===== src/rtl/hl_instr_arbiter_pkg.sv =====
// hl_instr_arbiter_pkg: shared types, opcodes and helpers for the high/low CPU instruction arbiter
package hl_instr_arbiter_pkg;
    typedef logic [11:0] instr_t;
    typedef logic req_id_t;
    typedef enum logic {UNLOCKED, LOCKED} lock_state_t;
    localparam logic [2:0] ILLEGAL_OPCODE = 3'b111;
    localparam logic [2:0] SKIP_OPCODE = 3'b110;
    function automatic logic [2:0] opcode(input instr_t i);
        return i[11:9];
    endfunction
    function automatic logic is_skip(input instr_t i);
        return opcode(i) == SKIP_OPCODE;
    endfunction
    function automatic logic is_illegal(input instr_t i);
        return opcode(i) == ILLEGAL_OPCODE;
    endfunction
endpackage


===== src/rtl/hl_instr_arbiter_fifo.sv =====
// hl_instr_fifo: synchronous instr_t FIFO
// ports: clk, rst_n (async low); push/din in; pop in, dout = head; full, empty, count status
module hl_instr_fifo
    import hl_instr_arbiter_pkg::*;
#(
    parameter int DEPTH = 2
) (
    input  logic                   clk,
    input  logic                   rst_n,
    input  logic                   push,
    input  instr_t                 din,
    input  logic                   pop,
    output instr_t                 dout,
    output logic                   full,
    output logic                   empty,
    output logic [$clog2(DEPTH):0] count
);
    localparam int AW = $clog2(DEPTH);
    localparam int CW = AW + 1;
    instr_t mem [DEPTH];
    logic [AW-1:0] wr_ptr, rd_ptr;
    logic do_push, do_pop;
    assign full = count == CW'(DEPTH);
    assign empty = count == '0;
    assign do_push = push & !full;
    assign do_pop = pop & !empty;
    assign dout = mem[rd_ptr];
    always_ff @(posedge clk or negedge rst_n) begin
        if (!rst_n) begin
            wr_ptr <= '0;
            rd_ptr <= '0;
            count <= '0;
        end else begin
            wr_ptr <= wr_ptr + AW'(do_push);
            rd_ptr <= rd_ptr + AW'(do_pop);
            count <= count + CW'(do_push) - CW'(do_pop);
        end
    end
    always_ff @(posedge clk) begin
        if (do_push) mem[wr_ptr] <= din;
    end
endmodule


===== src/rtl/hl_instr_arbiter.sv =====
// hl_instr_arbiter: round-robin share of the CPU instruction port between two requesters with SKIP_NEXT lock
// ports: reqN_valid/reqN_ready/reqN_instr per requester; cpu_valid/cpu_ready/cpu_instr/cpu_src to the CPU;
//        lock_active = SKIP_NEXT lock held; illegal[N] = one-cycle pulse when requester N drops an opcode-111 instruction
module hl_instr_arbiter
    import hl_instr_arbiter_pkg::*;
#(
    parameter int FIFO_DEPTH = 2
) (
    input  logic       clk,
    input  logic       rst_n,
    input  logic       req0_valid,
    output logic       req0_ready,
    input  instr_t     req0_instr,
    input  logic       req1_valid,
    output logic       req1_ready,
    input  instr_t     req1_instr,
    output logic       cpu_valid,
    input  logic       cpu_ready,
    output instr_t     cpu_instr,
    output req_id_t    cpu_src,
    output logic       lock_active,
    output logic [1:0] illegal
);
    localparam int CW = $clog2(FIFO_DEPTH) + 1;
    instr_t head [2];
    logic [CW-1:0] count [2];
    logic [1:0] full, empty, push, pop, bad, elig, cand;
    logic stage_free, grant;
    req_id_t gid, owner, rr_ptr;
    lock_state_t lock_st;
    instr_t gnt_instr;
    assign req0_ready = count[0] < CW'(FIFO_DEPTH);
    assign req1_ready = count[1] < CW'(FIFO_DEPTH);
    assign push = {req1_valid & !full[1], req0_valid & !full[0]};
    hl_instr_fifo #(.DEPTH(FIFO_DEPTH)) u_fifo0 (
        .clk(clk), .rst_n(rst_n), .push(push[0]), .din(req0_instr), .pop(pop[0]),
        .dout(head[0]), .full(full[0]), .empty(empty[0]), .count(count[0])
    );
    hl_instr_fifo #(.DEPTH(FIFO_DEPTH)) u_fifo1 (
        .clk(clk), .rst_n(rst_n), .push(push[1]), .din(req1_instr), .pop(pop[1]),
        .dout(head[1]), .full(full[1]), .empty(empty[1]), .count(count[1])
    );
    // Illegal heads are flushed whenever present, independent of lock and output stage.
    assign bad = {!empty[1] & is_illegal(head[1]), !empty[0] & is_illegal(head[0])};
    assign elig = lock_st == LOCKED ? (owner ? 2'b10 : 2'b01) : 2'b11;
    assign cand = ~empty & ~bad & elig;
    assign stage_free = !cpu_valid | cpu_ready;
    assign grant = stage_free & |cand;
    assign gid = cand[rr_ptr] ? rr_ptr : ~rr_ptr;
    assign gnt_instr = head[gid];
    assign pop = bad | {grant & gid, grant & ~gid};
    always_ff @(posedge clk or negedge rst_n) begin
        if (!rst_n) begin
            cpu_valid <= 1'b0;
            cpu_instr <= '0;
            cpu_src <= '0;
            lock_st <= UNLOCKED;
            lock_active <= 1'b0;
            owner <= '0;
            rr_ptr <= '0;
            illegal <= '0;
        end else begin
            illegal <= bad;
            if (stage_free) cpu_valid <= grant;
            if (grant) begin
                cpu_instr <= gnt_instr;
                cpu_src <= gid;
                // A locked grant always comes from the owner, so owner reload is harmless.
                owner <= gid;
                lock_st <= is_skip(gnt_instr) ? LOCKED : UNLOCKED;
                lock_active <= is_skip(gnt_instr);
                if (lock_st == UNLOCKED) rr_ptr <= ~gid;
            end
        end
    end
endmodule


===== config.mk =====
export PLATFORM = sky130hd
export DESIGN_NAME = hl_instr_arbiter
export DESIGN_NICKNAME = d
export VERILOG_FILES = /design/src/rtl/hl_instr_arbiter_pkg.sv /design/src/rtl/hl_instr_arbiter_fifo.sv /design/src/rtl/hl_instr_arbiter.sv
export SDC_FILE = /design/constraint.sdc
export NUM_CORES = 1
export LEC_CHECK = 0
export ABC_CLOCK_PERIOD_IN_PS = 2500
export CORE_MARGIN = 2
export CORE_UTILIZATION = 45
export CTS_CLUSTER_DIAMETER = 60
export DETAILED_ROUTE_END_ITERATION = 8
export PLACE_DENSITY_LB_ADDON = 0.05
export SLEW_MARGIN = 20
export SYNTH_ARGS = -nofsm -noshare
export SYNTH_HDL_FRONTEND = slang
export SYNTH_HIERARCHICAL = 1
export SYNTH_SLANG_ARGS = --single-unit

===== constraint.sdc =====
create_clock -name clk -period 2.5 [get_ports clk]
set_input_delay 0.75 -clock clk [delete_from_list [all_inputs] [get_ports clk]]
set_output_delay 0.75 -clock clk [all_outputs]
set_load 0.01 [all_outputs]

## Word level (Yosys, flattened, before mapping)

Memory sizes are Yosys's and may differ from the RTL's.
Cells that the tools add are included.

- Memories kept: 2
- Bits in registers: 27
- Output and inout port bits: 19
- Bits in read-only memories: 0
- Latch bits: 0
- Memory bits (writable): 48
- Bits of input ports: 29
- Logic and storage cells: 75

- Equal/unequal tests: 5
- Bitwise logic cells: 21
- Order comparisons: 4
- $mul: 0
- $add $sub $neg: 8
- Div/mod/pow operators: 0
- Multiplexer cells: 13
- Reduce and logical (&&, ||, !) cells: 9
- Shift operators: 0

Memory list:

| memory | depth | bits a word | read ports | clocked after Yosys merged registers in | write ports | RTL line | RTL |
|---|---|---|---|---|---|---|---|
| u_fifo0.mem | 2 | 12 | 1 | 0 | 1 | hl_instr_arbiter_fifo.sv:20 | `instr_t mem [DEPTH];` |
| u_fifo1.mem | 2 | 12 | 1 | 0 | 1 | hl_instr_arbiter_fifo.sv:20 |  |

Operators by type and width:

| cell | count |
|---|---|
| 12-bit 2-to-1 mux | 3 |
| 1-bit bitwise AND | 11 |
| 3-bit == test, second input constant | 3 |
| 1-bit 2-to-1 mux | 8 |
| 1-bit zero test | 5 |
| 1-bit adder | 4 |
| 2-bit by 1-bit adder with 2-bit output | 2 |
| 2-bit bitwise AND | 2 |
| 2-bit == test, second input constant | 2 |
| 2-bit zero test | 2 |
| 2-bit < comparator, second input constant | 2 |
| 2-bit 2-to-1 mux | 2 |
| 2-bit NOT | 2 |
| 2-bit by 1-bit subtractor with 2-bit output | 2 |
| 1-bit NOT | 3 |
| 2-bit greater-or-equal comparator, second input constant | 1 |
| 1-bit by 2-bit < comparator with 1-bit output, second input constant | 1 |
| 1-bit NOT with 2-bit output | 1 |
| 2-bit OR | 1 |
| 2-bit AND reduction | 1 |
| 2-bit OR reduction | 1 |
| 1-bit OR | 1 |

## Longest topological paths before layout

Gate-level depths: netlist of the first run.

- Depth after elaboration: 15
- Depth in mapped cells: 15

## Modules after synthesis

The synthesis of the first run kept the hierarchy.

Modules (own cells, without submodules):

| module | instances | cells an instance | area each (um^2) | sequential area each (um^2) |
|---|---|---|---|---|
| hl_instr_fifo | 2 | 57 | 1119.8 | 820.8 |
| hl_instr_arbiter | 1 | 92 | 920.9 | 450.4 |

## Worst setup path before layout of the first run

No wires, ideal clock.

- Kind: register -> register
- From: register u_fifo1.rd_ptr
- To: register u_fifo0.count[1]
- Period minus slack after synthesis: 2.708 ns
- Setup slack: -0.208 ns
- Data arrival time: 2.584 ns
- Stages on the path, launching flop included: 16
- Library setup time: 0.124 ns
- Cell sequence: dfrtp_1 buf_6 mux2_4 nand3_2 and3b_1 buf_6 o21ai_1 buf_2 buf_2 o22ai_1 o21a_1 ha_1 inv_1 ha_1 xnor2_1 xnor2_1

RTL lines:

| element | RTL line | RTL |
|---|---|---|
| start: declaration | hl_instr_arbiter_fifo.sv:21 | `logic [AW-1:0] wr_ptr, rd_ptr;` |
| start signal: assignment | hl_instr_arbiter_fifo.sv:35 | `rd_ptr <= rd_ptr + AW'(do_pop);` |
| end signal: assignment | hl_instr_arbiter_fifo.sv:36 | `count <= count + CW'(do_push) - CW'(do_pop);` |
| end: declaration | hl_instr_arbiter_fifo.sv:16 | `output logic [$clog2(DEPTH):0] count` |

==> results, run 1 <==
- The number of H-tree levels is 3.
- In this run, synthesis inferred 48 flip-flops with an integrated enable.
- The global routing stage identified its most utilized layer as met2.
- The number of buffers added by the clock tree synthesis step is 9.
- Across the VDD grid, the largest voltage drop is 517.2 uV.
- The clock tree root buffer cell is clkbuf_8.
- The met1 demand-to-capacity share in global routing is 0.1834.
- Max-cap violations in this run came to 0.
- The source of the worst hold timing path is cpu_instr[9]$_DFFE_PN0P_.
- The total DRC errors in the routed layout is 0.
- In this run the cell area measured after placement is 0.003847 mm^2.
- The clock latency on the worst-skew pair is 330 ps.
- The final layout contains routed wiring with a total length of 5.424 mm.
- Across every metal layer, demand over resource in global routing totals 0.1516.
- The run finished with clean final reports.
- The cell count after synthesis came out at about 210.
- The number of clock sinks seen by CTS is 74.
- Counting both buffers and inverters, the worst setup path holds a total of 1.
- Each instance of the synthesized netlist takes up on average 15.34 um^2.
- The number of antenna diodes in the final layout is 0.
- The residual antenna-violating net count after detailed routing is 0.
- Counting distinct cell types in the post-synthesis netlist gives 30.
- The hold violation total from the final report is 0.
- When the netlist entered floorplanning its net count stood at 243.
- Dividing total power by cell area gives a power density of 1307 mW/mm^2.
- The clock-pin transition on the worst setup and hold timing paths is approximately 70 ps.
- The post-synthesis instance area is around 0.0032 mm^2.
- The post-route minimum period is 2356 ps.
- In the final routed layout, each cell accounts on average for roughly 14 um.
- The hold buffer count at cts is 0.
- The cell depth of the worst flop-to-flop path is 11.
- By area the synthesized netlist is led by edfxtp_1, dfrtp_1, mux2_4, mux2i_1, ha_1.
- Routability-driven placement finished with a final weighted congestion of roughly 0.81.
- The critical path's slowest cell is dfrtp_2.
- The total count of max-transition violations in the final report was 0.
- The worst min-delay path class is register to register.
- For the worst setup path, the data arrival time is 2580 ps.
- The number of nets in the layout is 318.
- Of the synthesized area, sequential elements account for 0.6619.
- The cell with the most instances after synthesis is edfxtp_1.
- The largest total area in the synthesized netlist belongs to edfxtp_1.
- The fraction of synthesis flops using an asynchronous set or reset pin is 0.3514.
- Along the worst path, the maximum fanout reaches 5.
- Of the post-synthesis cell area, the dominant cell type holds 0.4561.
- The worst max-slew margin expressed relative to the limit is 0.7636.
- By startpoint and endpoint, the worst setup path is classified as register to register.
- The die covers 0.007710 mm^2.
- In the global route stage, met3 resource usage came out at 0.03676.
- The measured slew at the worst slew-check pin is 354.6 ps.
- The post-synthesis register bit count is 74.
- The final standard cell area without fillers is 0.004060 mm^2.
- For flop-to-flop paths, the worst setup slack is 140 ps.
- Broken down by cell family, the worst path's largest delay share belongs to compound AO/OA/AOI/OAI gates.
- The largest net degree at the start of global routing is 28.
- In this run the vertical extent of the chip is 87.81 um.
- The required time of the critical path is 2720 ps.
- The number of warnings issued by yosys is 6.
- The core region is 0.006794 mm^2.
- The layout overhead on the synthesized area is 28.46%.
- Global routing finished with a remaining overflow of 0.
- Among all flip-flop cells after synthesis, the most frequent one is edfxtp_1.
- The final core utilization is 0.5976.
- Ranked by instance count, the synthesized netlist is headed by edfxtp_1, dfrtp_1, mux2_4, nand2_1, o21ai_1.
- The fraction of the cycle the final worst path needs is 0.9425.
- In the final layout, the share of cells above drive strength 1 is 0.2448.
- Setup violations remaining at the end of the flow were counted as 0.
- STA classifies the critical path endpoint as a register.
- The layout has approximately 550 filler cells.
- The critical path crosses 11 cells after its start point.
- The launch instance of the worst register-to-register path is u_fifo1/rd_ptr$_DFF_PN0_.
- The count of buffers from port buffering is 47.
- The global routing usage on met2 is 0.2596.
- The worst-case hold path end point is cpu_instr[9]$_DFFE_PN0P_.
- In this run the worst setup path begins at u_fifo1/rd_ptr$_DFF_PN0_.
- The worst setup path is launched from a register.
- The via count of the first global-routing pass came to 1748.
- The number of antenna violations at the first check in global routing came to 0.
- In this run the horizontal extent of the chip is 87.81 um.
- Counting instances, the worst hold path has a depth of 2.
- TritonCTS built the clock tree.
- The highest attainable clock frequency is roughly 0.42 GHz.
- The signal on the critical path passes through mux2_2, nand3_2, and3b_2, a21oi_4, o22ai_1, o21a_1, ha_1, inv_1, ha_2, xnor2_2, xnor2_1.
- The initial utilization of the core area, before any placement, comes to 0.4652.
- After detailed routing, the number of vias per cell comes to between 4 and 5.
- In this run the static leakage power is 1.686 nW.
- Detailed routing inserted a total of around 1800 vias.
- The clock passes through at most 2 buffers.
- On the worst path, the slowest cell contributes a delay of 440 ps.
- The DRC violation total after the first TritonRoute iteration is 70.
- The detailed placer's ending HPWL is around 3.9 mm.
- The iteration count of the initial detailed-routing pass is 4.
- The first global-routing pass estimated 8.493 mm of wire.
- The total number of placement rows is 30.
- The destination of the worst register-to-register timing path is u_fifo1/count[1]$_DFF_PN0_.
- 48 I/O pins were placed.
- The worst clock skew is 10.20 ps.
==> cell families after synthesis <==
logic type | after synthesis | share of synthesized area
xor gates and xnor gates | 6 | 0.01663
and+or+nand+nor | 38 | 0.05819
buffers and inverters | 18 | 0.03523
adders and majority gates | 8 | 0.03167
DFF | 74 | 0.6619
AOI/OAI and AO/OA | 25 | 0.04790
muxes | 37 | 0.1485
==> tightest hold or removal path, stage by stage, from the launching register on <==
cell	delay, ps
dfrtp_1	350
nand2_1	50
o21ai_1	60
==> worst max-delay path by stage <==
stage,to
final,u_fifo1/count[1]$_DFF_PN0_
after global placement,u_fifo0/count[1]$_DFF_PN0_
after floorplan,u_fifo0/count[1]$_DFF_PN0_
after CTS,u_fifo1/count[1]$_DFF_PN0_
after detailed placement,u_fifo0/count[1]$_DFF_PN0_
after global routing,u_fifo0/count[1]$_DFF_PN0_
==> sequential cells by signal (all words and copies together) (netlist names), 2 cells and up <==
name,count
illegal,2
u_fifo1/count,2
u_fifo0/count,2
u_fifo0/mem,24
cpu_instr,12
u_fifo1/mem,24
==> metrics by stage <==
stage | setup WS [ps] | TNS (ps) | instances | total power [W] | hold slack [ps]
after detailed placement | -54.19 | -106.4 | 362 | 0.004413 | 477.0
after floorplan | -93.45 | -178.4 | 206 | 0.003661 | 454.4
after global placement | -16.35 | -25.57 | 362 | 0.004375 | 461.6
after global routing | -8.370 | -8.370 | 382 | 0.005691 | 515.8
after CTS | 36.49 | 0 | 378 | 0.005293 | 493.4
final | 143.8 | 0 | 382 | 0.005305 | 486.1
==> layout by cell type, fill, tap and decap left out, drive strengths merged, types with 2 or more instances in the layout <==
cell / count
a21oi: 4
and2: 3
buf: 24
clkbuf: 12
clkdlybuf4s50: 47
clkinv: 3
dfrtp: 26
edfxtp: 48
ha: 8
inv: 11
mux2: 25
mux2i: 12
nand2: 18
nand2b: 4
nand3: 3
nor2: 5
nor2b: 4
o21a: 2
o21ai: 15
o22ai: 2
xnor2: 4
xor2: 2
==> timing repair <==
item,in CTS,in global routing
resized for setup,0,3
buffers inserted,0,4
endpoints found under the setup margin,0,2
==> layer usage <==
metal,part of all wire,vias up
met2,0.52,36
met4,0.011,0
met1,0.43,846
met5,0,-
met3,0.039,7
li1,-,885
==> area by class of cell <==
class	instances	area, um^2	share of cell area
clock buffers	12	135.1	0.03328
clock inverters	4	43.79	0.01079
inverters	11	43.79	0.01079
multi-input cells	114	972.2	0.2394
flip-flops and latches	74	2095	0.5159
well taps	96	120.1	0.02958
repair buffers	71	650.6	0.1602
==> power breakdown <==
group          switching [W]  internal (W)  total, W
sequential          0.000207       0.00175   0.00196
combinational        0.00113       0.00135   0.00249
clock               0.000404      0.000456  0.000861
Power figures use the tool's default switching activity.
==> inputs of run 2 (changes only) <==
--- a/config.mk
+++ b/config.mk
@@ -6,9 +6,12 @@
 export NUM_CORES = 1
 export LEC_CHECK = 0
 export ABC_CLOCK_PERIOD_IN_PS = 2500
+export CAP_MARGIN = 20
+export CELL_PAD_IN_SITES_DETAIL_PLACEMENT = 1
+export CELL_PAD_IN_SITES_GLOBAL_PLACEMENT = 2
 export CORE_MARGIN = 2
-export CORE_UTILIZATION = 45
-export CTS_CLUSTER_DIAMETER = 60
+export CORE_UTILIZATION = 34
+export CTS_CLUSTER_DIAMETER = 120
 export DETAILED_ROUTE_END_ITERATION = 8
 export PLACE_DENSITY_LB_ADDON = 0.05
 export SLEW_MARGIN = 20
==> results, run 2 (synthesized netlist as in run 1, its figures left out) <==
- The flow ran to the end, and the final reports show no timing, DRC or antenna violations.
- IR analysis of the VDD net gives a maximum drop of roughly 380 uV.
- The leakage power figure is around 1.7 nW.
- Headroom to the max-slew limit came out at 0.7580.
- The post-route minimum period is approximately 2400 ps.
- The number of primary I/O pins is 48.
- The floorplan step defined a die boundary enclosing 0.01008 mm^2.
- The endpoint kind of the worst setup timing path is a register.
- Clock skew on the completed layout was measured at 9.779 ps.
- The analysis attributes to net switching a power of about 0.0018 W.
- Total power for the finished layout comes to 0.005525 W.
- Clock-pin slew was measured on the worst setup and hold paths at approximately 80 ps.
- The wire length on met2 is 3.078 mm.
- For this block, the initial DRC count from the detailed router was just over 70.
- Counting the fill cells in the layout gives ~940.
- For the final routed database, the setup TNS stands at 0 ps.
- The share of total power dissipated in combinational logic is 0.445.
- The clock tree root buffer cell is clkbuf_8.
- Setup violations remaining at the end of the flow were counted as 0.
- The measured slew at the worst slew-check pin is 359.2 ps.
- Counting the buffers created by CTS gives 9.
- Compared with the post-synthesis result, the final layout area differs by 29.97%.
- The floorplan step set the die height to 100.4 um.
- Setup repair after global routing left no endpoint under its margin.
- The global placer's final weighted congestion is about 0.69.
- The routed via count is approximately 1800.
- Cell internal power was estimated by the tool at about 0.0037 W.
- The min-delay analysis places its worst path in the category register to register.
- Summed over all nets, the half-perimeter wirelength after detailed placement is 4.199 mm.
- The worst setup slack after placement is -68.75 ps.
- The total area inside the core boundary comes to 0.009109 mm^2.
- The number of H-tree levels is 3.
- The switching fraction of total power is 0.3247.
- In the final routed layout, each cell accounts on average for 15.28 um.
- The via count of the first global-routing pass is roughly 1800.
- Static timing analysis puts the maximum clock frequency at 0.4233 GHz.
- The total global routing track utilization is 0.1283.
- The final standard cell area without fillers is 0.004108 mm^2.
- The total count of max-transition violations in the final report is 0.
- Once layout is complete, the cells apart from fillers number 388.
- Once placement completed, the tool counted placed cells totaling 371.
- The commonest non-fill, non-tap cell in the layout is edfxtp_1.
- During placement, the flow inserted port buffers numbering 47.
- The aggregate routed wire length is 5.927 mm.
- The number of stages on the worst hold path is 2.
- At the worst endpoint, the arrival time is between 2000 and 3000 ps.
- The routed design uses 201 um of met3 wire.
- The number of nets in the layout is 309.
- The final global-route overflow total is 0.
- The antenna cell count is 0.
- Of the cells placed in the final design, the portion with a size suffix greater than 1 is 0.2347.
- The first global-routing pass estimated ~9.5 mm of wire.
- The largest net degree at the start of global routing is 28.
- In the final routing, the length of wire on met1 measures 2.550 mm.
- The residual antenna-violating net count after detailed routing is 0.
- The post-place instance area is 0.003846 mm^2.
- The relative contribution of the clock network to total power is 0.201.
- The number of clock sinks seen by CTS is 74.
- The tool flagged a number of max-cap violations equal to 0.
- The highest metal layer with signal wires is met4.
- The number of antenna violations at the first check in global routing is 0.
- The required time of the critical path is 2760 ps.
- The share of total power dissipated in sequential elements is 0.354.
- The clock latency on the worst-skew pair is about 330 ps.
- Measured along the x axis, the die boundary spans 100.4 um.
- In this run the core area contains 35 standard-cell rows.
- The top cell types in the final layout, fill and taps aside, are edfxtp_1, clkdlybuf4s50_1, dfrtp_1, nand2_1, mux2_4.
- The critical path is of the register to register type.
- In the routed layout, each cell is associated on average with a via count of 4.580.
- The cell depth of the worst flop-to-flop path is 12.
- In the final layout, the registers with the most flip-flops are u_fifo0/mem (24), u_fifo1/mem (24), cpu_instr (12).
- The total DRC errors in the routed layout is 0.
- For this configuration, the core starts out at a cell density of 0.3470.
- The kind of start point of the critical path is a register.
- In the finished design, the share of the clock period the worst path needs comes to 0.9448.
- The hold violation total from the final report is 0.
- The iteration count of the initial detailed-routing pass is 4.
- TritonCTS built the clock tree.
- In this run the deepest clock path goes through 2 buffers.
- Power spread over the standard cell area amounts to 1345 mW/mm^2.
- The highest net fanout along the worst path is 4.
- Once routing completed, OpenROAD measured the worst setup slack at 137.9 ps.
run 2: what timing repair did:
action | in CTS | in global routing
endpoints found under the setup margin | 0 | 2
resized for setup | 0 | 4
hold buffers | 0 | 0
setup buffers | 0 | 1
run 2: final cells by class:
type | count | area (um^2) | area share
repair buffers | 62 | 608.1 | 0.1480
clock buffers | 10 | 127.6 | 0.03107
well taps | 111 | 138.9 | 0.03381
inverters | 11 | 43.79 | 0.01066
multi-input cells | 114 | 979.7 | 0.2385
clock inverters | 6 | 115.1 | 0.02802
flip-flops and latches | 74 | 2095 | 0.5099
run 2: per-stage QoR:
step | utilization | hold slack [ps]
finish | 0.4510 | 479.5
global route | 0.4510 | 529.3
CTS | 0.4489 | 491.4
detailed placement | 0.4223 | 473.7
global placement | 0.4223 | 460.8
floorplan | - | 454.4
run 2: final timing paths:
path / from / slack (ps) / end
min in group asynchronous: rst_n / 800 / u_fifo1/wr_ptr$_DFF_PN0_
min: cpu_instr[11]$_DFFE_PN0P_ / 480 / cpu_instr[11]$_DFFE_PN0P_
min reg2reg: cpu_instr[11]$_DFFE_PN0P_ / 480 / cpu_instr[11]$_DFFE_PN0P_
max: u_fifo0/rd_ptr$_DFF_PN0_ / 140 / u_fifo0/count[1]$_DFF_PN0_
max reg2reg: u_fifo0/rd_ptr$_DFF_PN0_ / 140 / u_fifo0/count[1]$_DFF_PN0_
max in group asynchronous: rst_n / 1400 / u_fifo0/rd_ptr$_DFF_PN0_
run 2: power groups by stage:
| stage | combinational [W] | clock, W | sequential, W |
|---|---|---|---|
| after floorplan | 0.00166 | 0 | 0.00200 |
| after global placement | 0.00243 | 0 | 0.00198 |
| after detailed placement | 0.00246 | 0 | 0.00199 |
| after CTS | 0.00248 | 0.00115 | 0.00197 |
| after global routing | 0.00272 | 0.00119 | 0.00201 |
| final | 0.00246 | 0.00111 | 0.00196 |
run 2: routing by layer:
metal  up-vias  track usage
met5         -            0
met1       869       0.1542
met3         7      0.02646
met2        34       0.2235
met4         0      0.05374
li1        867            -
run 2: worst max-delay path, stage by stage, from the launching register on:
cell	delay [ps]
dfrtp_2	410
mux2_2	380
nand3_1	160
a21oi_1	120
a21oi_4	180
inv_4	50
o22ai_1	110
o21a_1	170
ha_1	230
inv_1	50
ha_1	170
xnor2_2	130
xnor2_1	130
==> RTL edit, RTL diff (flow settings as in run 1) <==
Make the reset (`rst_n`) synchronous in 2 clocked blocks. Comments in the files are not updated.
--- a/src/rtl/hl_instr_arbiter_fifo.sv
+++ b/src/rtl/hl_instr_arbiter_fifo.sv
@@ -25,7 +25,7 @@
     assign do_push = push & !full;
     assign do_pop = pop & !empty;
     assign dout = mem[rd_ptr];
-    always_ff @(posedge clk or negedge rst_n) begin
+    always_ff @(posedge clk) begin
         if (!rst_n) begin
             wr_ptr <= '0;
             rd_ptr <= '0;
--- a/src/rtl/hl_instr_arbiter.sv
+++ b/src/rtl/hl_instr_arbiter.sv
@@ -49,7 +49,7 @@
     assign gid = cand[rr_ptr] ? rr_ptr : ~rr_ptr;
     assign gnt_instr = head[gid];
     assign pop = bad | {grant & gid, grant & ~gid};
-    always_ff @(posedge clk or negedge rst_n) begin
+    always_ff @(posedge clk) begin
         if (!rst_n) begin
             cpu_valid <= 1'b0;
             cpu_instr <= '0;
Check against the original RTL: differs if rst_n is asserted again (counterexample within 4 cycles, from zero or initial values and one cycle with rst_n low); with rst_n held inactive, the same outputs for 10 cycles.
==> RTL edit against run 1 <==
  * Synthesized area down 0.67%
  * Die area down 0.64%
  * Sequential cell count up 2
  * Via count up 2.1%
  * Setup slack better by 0.049 ns
  * Power down 9.9%
  * Clock skew down 0.0044 ns
  * Fmax up 2.1%
  * Combinational power down 26%
  * Sequential share of layout area down 1.7 points
  * Wire length down 0.41%
  * Design area down 0.83%
  * Critical endpoint is now u_fifo0/count[1]
  * Largest power group is now sequential cells
  * Highest routed layer unchanged
==> RTL edit: results (changes against run 1) <==
| Metric | Value |
|---|---|
| CP max-delay cell | dfxtp_4 |
| FF-to-FF End | u_fifo0/count[1] |
| Run status | complete, no violations |
| Clock Skew | 0.00582 ns (-0.00438 ns) |
| Grt met3 use | 5.12% (+1.4 points) |
| Slowest stage delay, CP | 0.38 ns (-0.06 ns) |
| DR WL met3 | 216 µm (+0.93%) |
| Async SR Flop Fraction | 0% (-35 points) |
| Dpl hpwl | 3800 µm (-3.5%) |
| Routability Congestion | 0.731 (-9.9%) |
| Met1 Use GR | 20.3% (+1.9 points) |
| Crit Path Max Fanout | 6 (+1) |
| Delay-heaviest family, CP | simple AND/OR/NAND/NOR gates |
| Worst Hold Margin | 0.470 ns (-0.0164 ns) |
| Post-synth top cells | 48 x edfxtp_1, 28 x dfxtp_1, 24 x mux2_2, 16 x a21oi_1, 16 x mux2i_1 |
| Synthesized netlist net count | 258 (+6.2%) |
| Max rail drop VDD | 0.000506 V (-2.2%) |
| 1st-iter DRT viols | 135 (+93%) |
| Worst R2R Path Depth | 12 (+1) |
| Distinct cells, synth | 33 (+10%) |
| First-pass GRT wire length | 8480 µm (-0.15%) |
| GRT met2 Usage | 22.9% (-3.1 points) |
| Slew @ Worst Pin | 0.283 ns (-0.0716 ns) |
| GR Util All Layers | 15.1% (-0.077 points) |
| Share of layout cells above drive strength 1 | 21.5% (-3.0 points) |
| Vias per inst | 4.91 (+5.7%) |
| FF-to-FF setup slack | 0.19 ns (+0.05 ns) |
| Length of routed met2 wiring | 2550 µm (-9.2%) |
| Largest cells by area after synthesis | edfxtp_1 46%, dfxtp_1 18%, mux2_2 8.6% |
| Vias in the first global route | 1,724 (-1.4%) |
| WL/cell | 14.6 µm (+3.1%) |
[RTL edit: cell types whose count changed after synthesis, sizes merged, moves of 3 or more]
cell,before,now
and2,3,6
inv,11,8
a21oi,4,17
xnor2,4,0
dfxtp,0,28
dfrtp,26,0
nor2b,4,7
nor2,5,2
mux2i,12,16
or2b,0,3
nand2,18,8
[RTL edit: final cells by class]
| cell class | instances | area, µm² |
|---|---|---|
| repair buffers | 60 | 568 |
| multi-input cells | 129 | 1080 |
| inverters | 8 | 30.0 |
| fillers | 567 | 2730 |
| clock buffers | 9 | 124 |
| clock inverters | 7 | 115 |
| well taps | 80 | 100 |
| flip-flops and latches | 76 | 2010 |
[RTL edit: report_power, final]
group	leakage, µW	switching [µW]	internal (µW)
Sequential	0.000680	147	1700
Combinational	0.000694	878	960
Clock	0.000117	434	659
[RTL edit: stage by stage]
| step | TNS (ns) | area (µm²) | std cells | power [µW] |
|---|---|---|---|---|
| 5_1_grt | 0 | 4030 | 369 | 5080 |
| 2_1_floorplan | -0.0918 | 3180 | 221 | 3190 |
| 6_report | 0 | 4030 | 369 | 4780 |
| 3_5_place_dp | -0.305 | 3760 | 352 | 3700 |
| 3_3_place_gp | -0.190 | 3760 | 352 | 3680 |
| 4_1_cts | 0 | 4000 | 368 | 4800 |
[RTL edit: cell families (layout without fill, tap and decap cells)]
family	count (synthesis)	in the layout	synth area share, %
XOR/XNOR	2	2	1.43
flip-flops	76	76	63.8
adder cells (fa/ha/maj)	8	8	3.19
buffers and inverters	16	84	2.99
AO/OA/AOI/OAI	42	42	8.01
AND/OR/NAND/NOR	37	37	6.90
multiplexers	40	40	13.7
